[config.mk]
export PLATFORM = sky130hd
export DESIGN_NAME = pll_phase_ctrl_flat
export DESIGN_NICKNAME = d
export VERILOG_FILES = /design/src/rtl/pll_pkg.sv /design/src/rtl/pll_phase_ctrl_if.sv /design/src/rtl/sync2.sv /design/src/rtl/pll_phase_ctrl.sv /design/src/flat_wrapper.sv
export SDC_FILE = /design/constraint.sdc
export NUM_CORES = 1
export LEC_CHECK = 0
export ABC_AREA = 1
export CORE_MARGIN = 2
export CORE_UTILIZATION = 59
export CTS_BUF_LIST = sky130_fd_sc_hd__clkbuf_8
export DETAILED_ROUTE_END_ITERATION = 7
export MAX_ROUTING_LAYER = met4
export PLACE_DENSITY = 0.82
export SYNTH_ARGS = -nofsm -noshare
export SYNTH_HDL_FRONTEND = slang
export SYNTH_SLANG_ARGS = --single-unit
export TNS_END_PERCENT = 10
[constraint.sdc]
create_clock -name clk -period 2.51 [get_ports clk]
set_clock_uncertainty 0.2 [all_clocks]
set_input_delay 0.3765 -clock clk [delete_from_list [all_inputs] [get_ports clk]]
set_output_delay 0.3765 -clock clk [all_outputs]
set_load 0.01 [all_outputs]
[src/rtl/pll_pkg.sv]
// pll_pkg -- shared types and sizing helpers for the PLL phase-step controller.
//   pll_state_t    : controller FSM states
//   SEL_W          : width of the PHASESEL output / request select field
//   RELOCK_W       : width of the saturating lock-loss counter
//   cnt_width()    : counter width able to hold the largest timing parameter
//   is_run_state() : states in which the PLL is considered locked and usable
package pll_pkg;

    typedef enum logic [2:0] {
        PRST,
        WLOCK,
        STABLE,
        IDLE,
        STEP_LO,
        STEP_HI,
        LOAD_LO,
        LOAD_HI
    } pll_state_t;

    localparam int SEL_W    = 2;
    localparam int RELOCK_W = 8;
    localparam logic [RELOCK_W-1:0] RELOCK_MAX = '1;

    // Width needed to count up to the largest of the timing parameters.
    function automatic int cnt_width(input int rst_cyc, input int lock_wait,
                                     input int lock_tmo, input int pulse_cyc);
        int m;
        m = rst_cyc;
        if (lock_wait > m) m = lock_wait;
        if (lock_tmo > m)  m = lock_tmo;
        if (pulse_cyc > m) m = pulse_cyc;
        return $clog2(m + 1);
    endfunction

    // Counter width for the default parameter set.
    localparam int CNT_W_DEFAULT = $clog2(65536 + 1);

    // IDLE and the stepping states all require a held lock.
    function automatic logic is_run_state(input pll_state_t s);
        return (s == IDLE) || (s == STEP_LO) || (s == STEP_HI) ||
               (s == LOAD_LO) || (s == LOAD_HI);
    endfunction

endpackage

[src/rtl/pll_phase_ctrl_if.sv]
// pll_phase_ctrl_if -- phase-step request handshake.
//   req_valid : requester has a phase-step command
//   req_ready : controller can accept a command this cycle
//   req_sel   : PLL output to step
//   req_dir   : 1 = lag, 0 = lead
//   req_steps : number of phase steps (0 = no-op that still completes)
// master = requester, slave = pll_phase_ctrl.
interface pll_phase_ctrl_if
    import pll_pkg::*;
#(
    parameter int STEP_W = 4
);
    logic              req_valid;
    logic              req_ready;
    logic [SEL_W-1:0]  req_sel;
    logic              req_dir;
    logic [STEP_W-1:0] req_steps;

    modport master (output req_valid, req_sel, req_dir, req_steps,
                    input  req_ready);
    modport slave  (input  req_valid, req_sel, req_dir, req_steps,
                    output req_ready);
endinterface

[src/rtl/sync2.sv]
// sync2 -- two-flop synchroniser for a single asynchronous level.
//   clk : destination clock
//   rst : synchronous active-high reset (output forced low)
//   d   : asynchronous input
//   q   : synchronised output, two clk cycles of latency
module sync2 (
    input  logic clk,
    input  logic rst,
    input  logic d,
    output logic q
);
    logic [1:0] sync_reg;

    always_ff @(posedge clk) begin
        if (rst) begin
            sync_reg <= '0;
        end else begin
            sync_reg <= {sync_reg[0], d};
        end
    end

    assign q = sync_reg[1];
endmodule

[src/rtl/pll_phase_ctrl.sv]
// pll_phase_ctrl -- brings a PLL out of reset, waits for a stable lock, then
// executes dynamic phase-step requests (PHASESTEP pulses followed by a
// PHASELOADREG pulse). A lock loss while usable resets the PLL again.
//   clk, rst        : clock and synchronous active-high reset
//   pll_lock        : asynchronous LOCK from the PLL
//   pll_rst         : RST to the PLL
//   phasesel/dir    : PHASESEL[1:0] / PHASEDIR to the PLL
//   phasestep       : PHASESTEP, idles high, low half of each step
//   phaseloadreg    : PHASELOADREG, idles high, one low pulse per request
//   req             : request handshake (slave side)
//   ready           : lock stable, requests can be served
//   done / err      : one-cycle completion / illegal-request pulses
//   relock_cnt      : saturating count of lock losses
module pll_phase_ctrl
    import pll_pkg::*;
#(
    parameter int NUM_OUT   = 4,
    parameter int STEP_W    = 4,
    parameter int PULSE_CYC = 4,
    parameter int RST_CYC   = 16,
    parameter int LOCK_WAIT = 1024,
    parameter int LOCK_TMO  = 65536
) (
    input  logic                clk,
    input  logic                rst,
    input  logic                pll_lock,
    output logic                pll_rst,
    output logic [SEL_W-1:0]    phasesel,
    output logic                phasedir,
    output logic                phasestep,
    output logic                phaseloadreg,
    pll_phase_ctrl_if.slave     req,
    output logic                ready,
    output logic                done,
    output logic                err,
    output logic [RELOCK_W-1:0] relock_cnt
);
    localparam int CNT_W = cnt_width(RST_CYC, LOCK_WAIT, LOCK_TMO, PULSE_CYC);
    localparam logic [CNT_W-1:0] RST_LAST   = CNT_W'(RST_CYC - 1);
    localparam logic [CNT_W-1:0] WAIT_LAST  = CNT_W'(LOCK_WAIT - 1);
    localparam logic [CNT_W-1:0] TMO_LAST   = CNT_W'(LOCK_TMO - 1);
    localparam logic [CNT_W-1:0] PULSE_LAST = CNT_W'(PULSE_CYC - 1);

    pll_state_t        state_reg, state_next;
    logic [CNT_W-1:0]  cnt_reg, cnt_next;
    logic [CNT_W-1:0]  tmo_reg, tmo_next;
    logic [STEP_W-1:0] step_reg, step_next;
    logic [SEL_W-1:0]  sel_reg, sel_next;
    logic              dir_reg, dir_next;
    logic              done_next, err_next, lock_lost;

    logic                pll_rst_reg, phasestep_reg, phaseload_reg;
    logic                ready_reg, req_ready_reg, done_reg, err_reg;
    logic [RELOCK_W-1:0] relock_reg;
    logic                lk;
    logic                accept;

    sync2 u_lock_sync (
        .clk (clk),
        .rst (rst),
        .d   (pll_lock),
        .q   (lk)
    );

    assign accept = req.req_valid && req_ready_reg;

    always_comb begin
        state_next = state_reg;
        cnt_next   = cnt_reg;
        tmo_next   = tmo_reg;
        step_next  = step_reg;
        sel_next   = sel_reg;
        dir_next   = dir_reg;
        done_next  = 1'b0;
        err_next   = 1'b0;
        lock_lost  = 1'b0;

        case (state_reg)
            PRST: begin
                tmo_next = '0;
                if (cnt_reg == RST_LAST) begin
                    state_next = WLOCK;
                    cnt_next   = '0;
                end else begin
                    cnt_next = cnt_reg + 1'b1;
                end
            end
            // The timeout keeps counting across STABLE->WLOCK bounces so a
            // chattering lock still ends in a fresh PLL reset.
            WLOCK: begin
                if (lk) begin
                    state_next = STABLE;
                    cnt_next   = '0;
                end else if (tmo_reg == TMO_LAST) begin
                    state_next = PRST;
                    cnt_next   = '0;
                end else begin
                    tmo_next = tmo_reg + 1'b1;
                end
            end
            STABLE: begin
                if (!lk) begin
                    state_next = WLOCK;
                end else if (cnt_reg == WAIT_LAST) begin
                    state_next = IDLE;
                    cnt_next   = '0;
                end else begin
                    cnt_next = cnt_reg + 1'b1;
                end
            end
            IDLE: begin
                if (accept) begin
                    if (int'(req.req_sel) >= NUM_OUT) begin
                        err_next = 1'b1;
                    end else if (req.req_steps == '0) begin
                        done_next = 1'b1;
                    end else begin
                        sel_next   = req.req_sel;
                        dir_next   = req.req_dir;
                        step_next  = req.req_steps;
                        cnt_next   = '0;
                        state_next = STEP_LO;
                    end
                end
            end
            STEP_LO: begin
                if (cnt_reg == PULSE_LAST) begin
                    state_next = STEP_HI;
                    cnt_next   = '0;
                end else begin
                    cnt_next = cnt_reg + 1'b1;
                end
            end
            STEP_HI: begin
                if (cnt_reg == PULSE_LAST) begin
                    cnt_next   = '0;
                    step_next  = (step_reg != '0) ? step_reg - 1'b1 : step_reg;
                    state_next = (step_reg <= STEP_W'(1)) ? LOAD_LO : STEP_LO;
                end else begin
                    cnt_next = cnt_reg + 1'b1;
                end
            end
            LOAD_LO: begin
                if (cnt_reg == PULSE_LAST) begin
                    state_next = LOAD_HI;
                    cnt_next   = '0;
                end else begin
                    cnt_next = cnt_reg + 1'b1;
                end
            end
            LOAD_HI: begin
                if (cnt_reg == PULSE_LAST) begin
                    state_next = IDLE;
                    cnt_next   = '0;
                    done_next  = 1'b1;
                end else begin
                    cnt_next = cnt_reg + 1'b1;
                end
            end
            default: begin
                state_next = PRST;
                cnt_next   = '0;
            end
        endcase

        // Lock loss while usable overrides everything, including a request
        // arriving in the same cycle.
        if (is_run_state(state_reg) && !lk) begin
            state_next = PRST;
            cnt_next   = '0;
            done_next  = 1'b0;
            err_next   = 1'b0;
            lock_lost  = 1'b1;
        end
    end

    // Outputs are registered from the next state so the PLL control pins
    // never see decode glitches.
    always_ff @(posedge clk) begin
        if (rst) begin
            state_reg     <= PRST;
            cnt_reg       <= '0;
            tmo_reg       <= '0;
            step_reg      <= '0;
            sel_reg       <= '0;
            dir_reg       <= 1'b0;
            pll_rst_reg   <= 1'b1;
            phasestep_reg <= 1'b1;
            phaseload_reg <= 1'b1;
            ready_reg     <= 1'b0;
            req_ready_reg <= 1'b0;
            done_reg      <= 1'b0;
            err_reg       <= 1'b0;
            relock_reg    <= '0;
        end else begin
            state_reg     <= state_next;
            cnt_reg       <= cnt_next;
            tmo_reg       <= tmo_next;
            step_reg      <= step_next;
            sel_reg       <= sel_next;
            dir_reg       <= dir_next;
            pll_rst_reg   <= (state_next == PRST);
            phasestep_reg <= (state_next != STEP_LO);
            phaseload_reg <= (state_next != LOAD_LO);
            ready_reg     <= is_run_state(state_next);
            req_ready_reg <= (state_next == IDLE);
            done_reg      <= done_next;
            err_reg       <= err_next;
            if (lock_lost && (relock_reg != RELOCK_MAX)) begin
                relock_reg <= relock_reg + 1'b1;
            end
        end
    end

    assign pll_rst       = pll_rst_reg;
    assign phasesel      = sel_reg;
    assign phasedir      = dir_reg;
    assign phasestep     = phasestep_reg;
    assign phaseloadreg  = phaseload_reg;
    assign req.req_ready = req_ready_reg;
    assign ready         = ready_reg;
    assign done          = done_reg;
    assign err           = err_reg;
    assign relock_cnt    = relock_reg;
endmodule
[src/flat_wrapper.sv]
// flat-port wrapper written by rule: the top's interface ports become plain ports
module pll_phase_ctrl_flat import pll_pkg::*;
#(
    parameter int NUM_OUT   = 4,
    parameter int STEP_W    = 4,
    parameter int PULSE_CYC = 4,
    parameter int RST_CYC   = 16,
    parameter int LOCK_WAIT = 1024,
    parameter int LOCK_TMO  = 65536
)
  (clk, rst, pll_lock, pll_rst, phasesel, phasedir, phasestep, phaseloadreg, ready, done, err, relock_cnt, req_req_valid, req_req_sel, req_req_dir, req_req_steps, req_req_ready);
  pll_phase_ctrl_if #(.STEP_W(STEP_W)) req_i ();
  input  logic clk;
  input  logic rst;
  input  logic pll_lock;
  output logic pll_rst;
  output logic [SEL_W-1:0] phasesel;
  output logic phasedir;
  output logic phasestep;
  output logic phaseloadreg;
  output logic ready;
  output logic done;
  output logic err;
  output logic [RELOCK_W-1:0] relock_cnt;
  input wire logic [$bits(req_i.req_valid)-1:0] req_req_valid;
  input wire logic [$bits(req_i.req_sel)-1:0] req_req_sel;
  input wire logic [$bits(req_i.req_dir)-1:0] req_req_dir;
  input wire logic [$bits(req_i.req_steps)-1:0] req_req_steps;
  output wire logic [$bits(req_i.req_ready)-1:0] req_req_ready;
  assign req_i.req_valid = req_req_valid;
  assign req_i.req_sel = req_req_sel;
  assign req_i.req_dir = req_req_dir;
  assign req_i.req_steps = req_req_steps;
  assign req_req_ready = req_i.req_ready;
  pll_phase_ctrl #(.NUM_OUT(NUM_OUT), .STEP_W(STEP_W), .PULSE_CYC(PULSE_CYC), .RST_CYC(RST_CYC), .LOCK_WAIT(LOCK_WAIT), .LOCK_TMO(LOCK_TMO)) u_core (.clk(clk), .rst(rst), .pll_lock(pll_lock), .pll_rst(pll_rst), .phasesel(phasesel), .phasedir(phasedir), .phasestep(phasestep), .phaseloadreg(phaseloadreg), .req(req_i), .ready(ready), .done(done), .err(err), .relock_cnt(relock_cnt));
endmodule
==> results by group, run 1 <==
Run status
  • Result of the run: complete, no violations

Route
  • Final wirelength: 6.95 mm
  • First-pass detailed-route iteration total: 6
  • Number of remaining DRC errors: 0
  • Number of nets still failing antenna checks after routing: 0
  • Wire length per cell after detailed routing: 12.2 µm
  • Average vias per placed instance: 5.27
  • DR iter-0 viols: 204
  • Via count: 2993

Worst setup path
  • Reg-to-Reg Start: u_core.tmo_reg[1]
  • Critical path fanouts, max: 5
  • Critical path startpoint: u_core.tmo_reg[1]
  • Setup Crit Path Kind: reg -> reg
  • Critical Path Sink Type: register
  • Launching element type of the critical path: register
  • Required time at the endpoint of the critical path: 2580 ps
  • Critical path arrival: 2560 ps

Die
  • Core area: 0.00507 mm²
  • Vert. Die Dim: 76.2 µm
  • IO Count: 29
  • Die area: 0.00581 mm²
  • Cell Rows: 26
  • Die Wd: 76.2 µm
  • Starting density of the core: 60.6%

STA
  • Final period util: 99.0%
  • Final Hold Vio Count: 0
  • Min cycle time layout: 2480 ps
  • Final WS setup: 25.7 ps
  • Max-slew violations: 0
  • RSZ-0062 raised after global routing: true
  • Accumulated negative setup slack: 0 ps
  • Final setup violating endpoints: 0
  • Worst hold margin: 209 ps
  • Max Fclk: 403 MHz

Placement
  • Post-Place Worst Slack: -14.3 ps
  • Routability congestion estimate from global placement: 0.922
  • DP HPWL: 4.72 mm
  • Port buffer count: 27
  • Placement Cell Area: 0.00343 mm²

Clocking
  • CTS clk-pin slew, worst paths: 70 ps
  • H-Tree Depth: 3
  • CTS tree: yes
  • Clk_lat worst skew: 340 ps
  • Buffer type at the clock tree root: sky130_fd_sc_hd__clkbuf_8
  • Clock Sinks: 60
  • Maximum root-to-sink buffer count: 2
  • Hold buffer count at cts: 0
  • CTS Buf Count: 9

Hold path
  • Worst Min Path Start: u_core.u_lock_sync.sync_reg[0]
  • Class of the tightest hold or removal check: reg -> reg

Final layout
  • Share of final-layout standard cells stronger than drive strength 1: 13.5%
  • N_diodes: 0
  • Commonest cells after routing, fill and taps aside: 87 x sky130_fd_sc_hd__nand2_1, 67 x sky130_fd_sc_hd__nor2_1, 62 x sky130_fd_sc_hd__inv_1
  • Area growth, synth to finish: 22.3%
  • Final instance area: 0.00376 mm²
  • Most common cell after layout, fill and taps aside: sky130_fd_sc_hd__nand2_1
  • # nets final: 511

Power and ir drop
  • Worst IR Drop VDD: 0.000408 V
  • Leakage power of the design: 0.00163 µW
  • Total chip power: 1960 µW
  • Power Density: 522 mW/mm²

Global routing
  • Maximum number of pins on one net before global-route repair: 15
  • Global-route total usage across every layer: 24.8%
  • Number of antenna violations at the first check in global routing: 0
  • Vias in the first global route: 2712
  • Total congestion overflow after global routing: 0
  • Wire length of the first global-routing pass: 11.5 mm

Synthesis
  • Cell variety after synth: 35
  • Synthesis-stage register bit count: 60
  • Sequential area share after synthesis: 39.1%
  • Syn nets: 468
  • Mean cell area of the mapped netlist: 6.83 µm²
  • Count of mapped cells out of synthesis: 450
  • Area of the mapped netlist: 0.00308 mm²
  • Number of warning messages in the yosys log: 0

Flow run
  • Max_cap viols: 0
[per-stage QoR]
stage               utilization (%)  instances
floorplan                         -        450
global placement               67.7        547
finish                         74.1        568
detailed placement             67.7        547
CTS                            72.0        564
global route                   74.1        568
[power by group]
group	leakage, µW	internal, µW	switching [µW]
logic	0.00102	26.5	28.2
clock network	0.000117	577	372
registers	0.000486	956	4.63
[cells in the mapped netlist, drive strengths merged]
library cell | count | area share (%)
o31ai | 1 | 0.24
nand3b | 4 | 0.98
o22ai | 3 | 0.61
ha | 7 | 2.8
nand4 | 5 | 1.0
xor2 | 13 | 3.7
a31o | 1 | 0.28
o21a | 2 | 0.49
or2 | 1 | 0.20
buf | 5 | 1.3
mux2i | 1 | 0.33
a31oi | 2 | 0.41
o21bai | 2 | 0.49
dfxtp | 60 | 39
a211oi | 1 | 0.24
clkbuf | 1 | 0.12
a21oi | 28 | 4.6
nor2 | 80 | 11
clkinv | 1 | 0.12
and3 | 2 | 0.41
nand3 | 27 | 4.7
nor3 | 11 | 1.8
inv | 67 | 8.2
conb | 1 | 0.12
nand2 | 96 | 12
o21ai | 28 | 4.8
[area by class of cell]
| type | instances | area, µm² |
|---|---|---|
| fillers | 395 | 1320 |
| multi-input cells | 317 | 1650 |
| clock inverters | 6 | 78.8 |
| well taps | 70 | 87.6 |
| flip-flops and latches | 60 | 1210 |
| inverters | 68 | 255 |
| repair buffers | 37 | 345 |
| clock buffers | 10 | 138 |
[cell families after synthesis]
family | after synthesis | share of synthesized area, %
AND/OR/NAND/NOR | 226 | 32.1
buffers and inverters | 74 | 9.76
AO/OA/AOI/OAI | 68 | 12.1
flip-flops | 60 | 39.1
XOR/XNOR | 13 | 3.70
adder cells (fa/ha/maj) | 7 | 2.85
other | 1 | 0.122
multiplexers | 1 | 0.325
[metal layers]
metal	routed length (µm)	global-route usage [%]
met1	3080	30.0
met2	3340	39.8
met3	392	4.50
met4	128	12.7
met5	0	-
[final timing paths]
path	to	slack, ps	depth (start not counted)
setup / recovery	u_core.cnt_reg[8]	30	14
hold reg to reg	u_core.u_lock_sync.sync_reg[1]	210	2
setup reg to reg	u_core.cnt_reg[8]	30	14
hold / removal	u_core.u_lock_sync.sync_reg[1]	210	2
[what timing repair did]
item / CTS / global route
gates cloned: 1 / 0
buffers inserted: 0 / 4
endpoints found under the setup margin: 6 / 34
pin swaps: 1 / 14
gates resized for setup: 0 / 21
[critical path, stage by stage, from the launching register on]
cell,delay (ps)
sky130_fd_sc_hd__dfxtp_4,370
sky130_fd_sc_hd__ha_4,140
sky130_fd_sc_hd__nand2_4,60
sky130_fd_sc_hd__nor3_4,190
sky130_fd_sc_hd__inv_1,70
sky130_fd_sc_hd__nor3_2,200
sky130_fd_sc_hd__ha_2,230
sky130_fd_sc_hd__nor2_2,40
sky130_fd_sc_hd__nand2_2,90
sky130_fd_sc_hd__nand2_4,70
sky130_fd_sc_hd__nor2_4,180
sky130_fd_sc_hd__nand3b_1,180
sky130_fd_sc_hd__o21ai_1,180
sky130_fd_sc_hd__o21ai_0,100
sky130_fd_sc_hd__nor2_1,100
(Power assumes the default switching activity.)
==> run 2, diff against run 1 <==
- GPL_ROUTABILITY_DRIVEN: default -> 0
==> run 2 against run 1 <==
  * Register-to-register slack about the same
  * Clock-buffer cell count decreased by 1
  * First-iteration DRC count unchanged
  * Hold slack got worse by 5.0 ps
==> results by group, run 2 (synthesized netlist as in run 1, its figures left out) <==
Run status
  • Result of the run: complete, no violations

STA
  • Max-slew violations: 0
  • Accumulated negative setup slack: 0 ps
  • Max Fclk: 403 MHz
  • Final Hold Vio Count: 0
  • Final period util: 98.9%
  • Final WS setup: 26.9 ps
  • RSZ-0062 raised after global routing: true
  • Final setup violating endpoints: 0
  • Min cycle time layout: 2480 ps

Clocking
  • Clock Sinks: 60
  • Hold buffer count at cts: 0
  • Buffer type at the clock tree root: sky130_fd_sc_hd__clkbuf_8
  • H-Tree Depth: 3
  • CTS Buf Count: 9
  • CTS tree: yes
  • Clk_lat worst skew: 350 ps
  • CTS clk-pin slew, worst paths: 70 ps
  • Maximum root-to-sink buffer count: 2

Final layout
  • Fill cell instance count of the final layout: 404
  • Most common cell after layout, fill and taps aside: sky130_fd_sc_hd__nand2_1
  • Core utilization of the finished layout: 74.9%
  • Share of final-layout standard cells stronger than drive strength 1: 14.1%
  • N_diodes: 0
  • Area growth, synth to finish: 23.6%
  • Commonest cells after routing, fill and taps aside: 85 x sky130_fd_sc_hd__nand2_1, 66 x sky130_fd_sc_hd__nor2_1, 60 x sky130_fd_sc_hd__inv_1
  • Number of standard cells in the final layout excluding fillers: 567
  • Final instance area: 0.00380 mm²
  • # nets final: 510

Placement
  • Placement Cell Area: 0.00343 mm²
  • Port buffer count: 27
  • DP HPWL: 4.72 mm
  • Placed Cells incl. Taps: 546
  • Post-Place Worst Slack: -46.4 ps

Worst setup path
  • Critical path fanouts, max: 8
  • CP cell instances: ha_4 > nand2_4 > nor3_4 > inv_2 > nor3_2 > ha_2 > nor2_2 > nand2_2 > nand2_2 > nor2_4 > buf_4 > nand2_1 > o21ai_0 > nand2_1 > nor2_1
  • Setup Crit Path Kind: reg -> reg
  • Launching element type of the critical path: register
  • Critical path arrival: 2570 ps
  • Max incr delay on CP: 370 ps
  • Required time at the endpoint of the critical path: 2600 ps
  • Register-to-register setup slack: 30 ps
  • Delay-heaviest family, CP: simple AND/OR/NAND/NOR gates
  • Reg-to-Reg Start: u_core.tmo_reg[1]
  • R2R cell count: 15
  • Worst flop-to-flop path endpoint: u_core.cnt_reg[11]
  • Bufs and invs on worst path: 2
  • Critical Path Sink Type: register
  • Cell type of the slowest stage on the worst timing path: sky130_fd_sc_hd__dfxtp_4
  • Number of cells on the critical path: 15

Die
  • Vert. Die Dim: 76.2 µm
  • Cell Rows: 26
  • IO Count: 29
  • Starting density of the core: 60.6%
  • Core area: 0.00507 mm²
  • Die Wd: 76.2 µm
  • Die area: 0.00581 mm²

Flow run
  • Max_cap viols: 0

Route
  • Average vias per placed instance: 5.27
  • DR iter-0 viols: 204
  • Number of remaining DRC errors: 0
  • Via count: 2986
  • Final wirelength: 6.89 mm
  • First-pass detailed-route iteration total: 5
  • Number of nets still failing antenna checks after routing: 0
  • Wire length per cell after detailed routing: 12.2 µm

Hold path
  • Class of the tightest hold or removal check: reg -> reg
  • Cell depth of the worst min-delay path: 2
  • Worst Min Path Start: u_core.u_lock_sync.sync_reg[0]
  • Capture endpoint of the worst hold path: u_core.u_lock_sync.sync_reg[1]

Global routing
  • Number of antenna violations at the first check in global routing: 0
  • Global-route total usage across every layer: 24.9%
  • Vias in the first global route: 2773
  • Total congestion overflow after global routing: 0
  • Wire length of the first global-routing pass: 11.5 mm
  • Maximum number of pins on one net before global-route repair: 15

Power and ir drop
  • Worst IR Drop VDD: 0.000471 V
  • Power Density: 579 mW/mm²
  • Leakage power of the design: 0.00164 µW
## run 2: through the flow
step | hold slack, ps | total power, µW
final | 204 | 2200
after global routing | 232 | 2250
after CTS | 209 | 2210
after detailed placement | 198 | 1040
after global placement | 191 | 1040
after floorplan | 188 | 1010
## run 2: layer usage
layer | wire length [µm] | vias up | track usage, % | share of wire (%)
met3 | 291 | 14 | 5.09 | 4.2
met4 | 155 | 0 | 11.8 | 2.2
met1 | 3220 | 1361 | 29.5 | 47
met2 | 3230 | 97 | 40.5 | 47
met5 | 0 | - | - | 0
li1 | - | 1514 | - | -
## run 2: cell type report
type / instances / area [µm²] / area share, %
Multi-Input combinational cell: 316 / 1640 / 43.1
Clock buffer: 9 / 124 / 3.26
Tap cell: 70 / 87.6 / 2.30
Sequential cell: 60 / 1210 / 31.7
Inverter: 68 / 255 / 6.71
Clock inverter: 7 / 146 / 3.85
Timing Repair Buffer: 37 / 345 / 9.08
## run 2: where the power goes
part,leakage (µW),switching [µW],internal (µW)
logic,0.00102,28.1,26.9
registers,0.000486,4.68,956
clock network,0.000134,418,768
## run 2: worst max-delay path by stage
stage                                  from                   to  slack (ps)
after floorplan           u_core.tmo_reg[0]   u_core.cnt_reg[16]         240
final                     u_core.tmo_reg[1]   u_core.cnt_reg[11]          30
after global routing      u_core.tmo_reg[1]    u_core.cnt_reg[8]        -150
after detailed placement  u_core.tmo_reg[0]  u_core.phaseloadreg         -50
after CTS                 u_core.tmo_reg[0]   u_core.cnt_reg[11]          30
after global placement    u_core.tmo_reg[0]  u_core.phaseloadreg         100
## run 2: repair_timing
action | 4_1_cts | 5_1_grt
endpoints found under the setup margin | 21 | 33
pin swaps | 1 | 10
setup buffers | 3 | 2
resized for setup | 1 | 23
## run 2: worst reg2reg max path, stage by stage, from the launching register on
cell and delay, ps:
sky130_fd_sc_hd__dfxtp_4 370, sky130_fd_sc_hd__ha_4 150, sky130_fd_sc_hd__nand2_4 60, sky130_fd_sc_hd__nor3_4 200
sky130_fd_sc_hd__inv_2 50, sky130_fd_sc_hd__nor3_2 170, sky130_fd_sc_hd__ha_2 210, sky130_fd_sc_hd__nor2_2 40
sky130_fd_sc_hd__nand2_2 90, sky130_fd_sc_hd__nand2_2 70, sky130_fd_sc_hd__nor2_4 200, sky130_fd_sc_hd__buf_4 170
sky130_fd_sc_hd__nand2_1 100, sky130_fd_sc_hd__o21ai_0 200, sky130_fd_sc_hd__nand2_1 70, sky130_fd_sc_hd__nor2_1 90
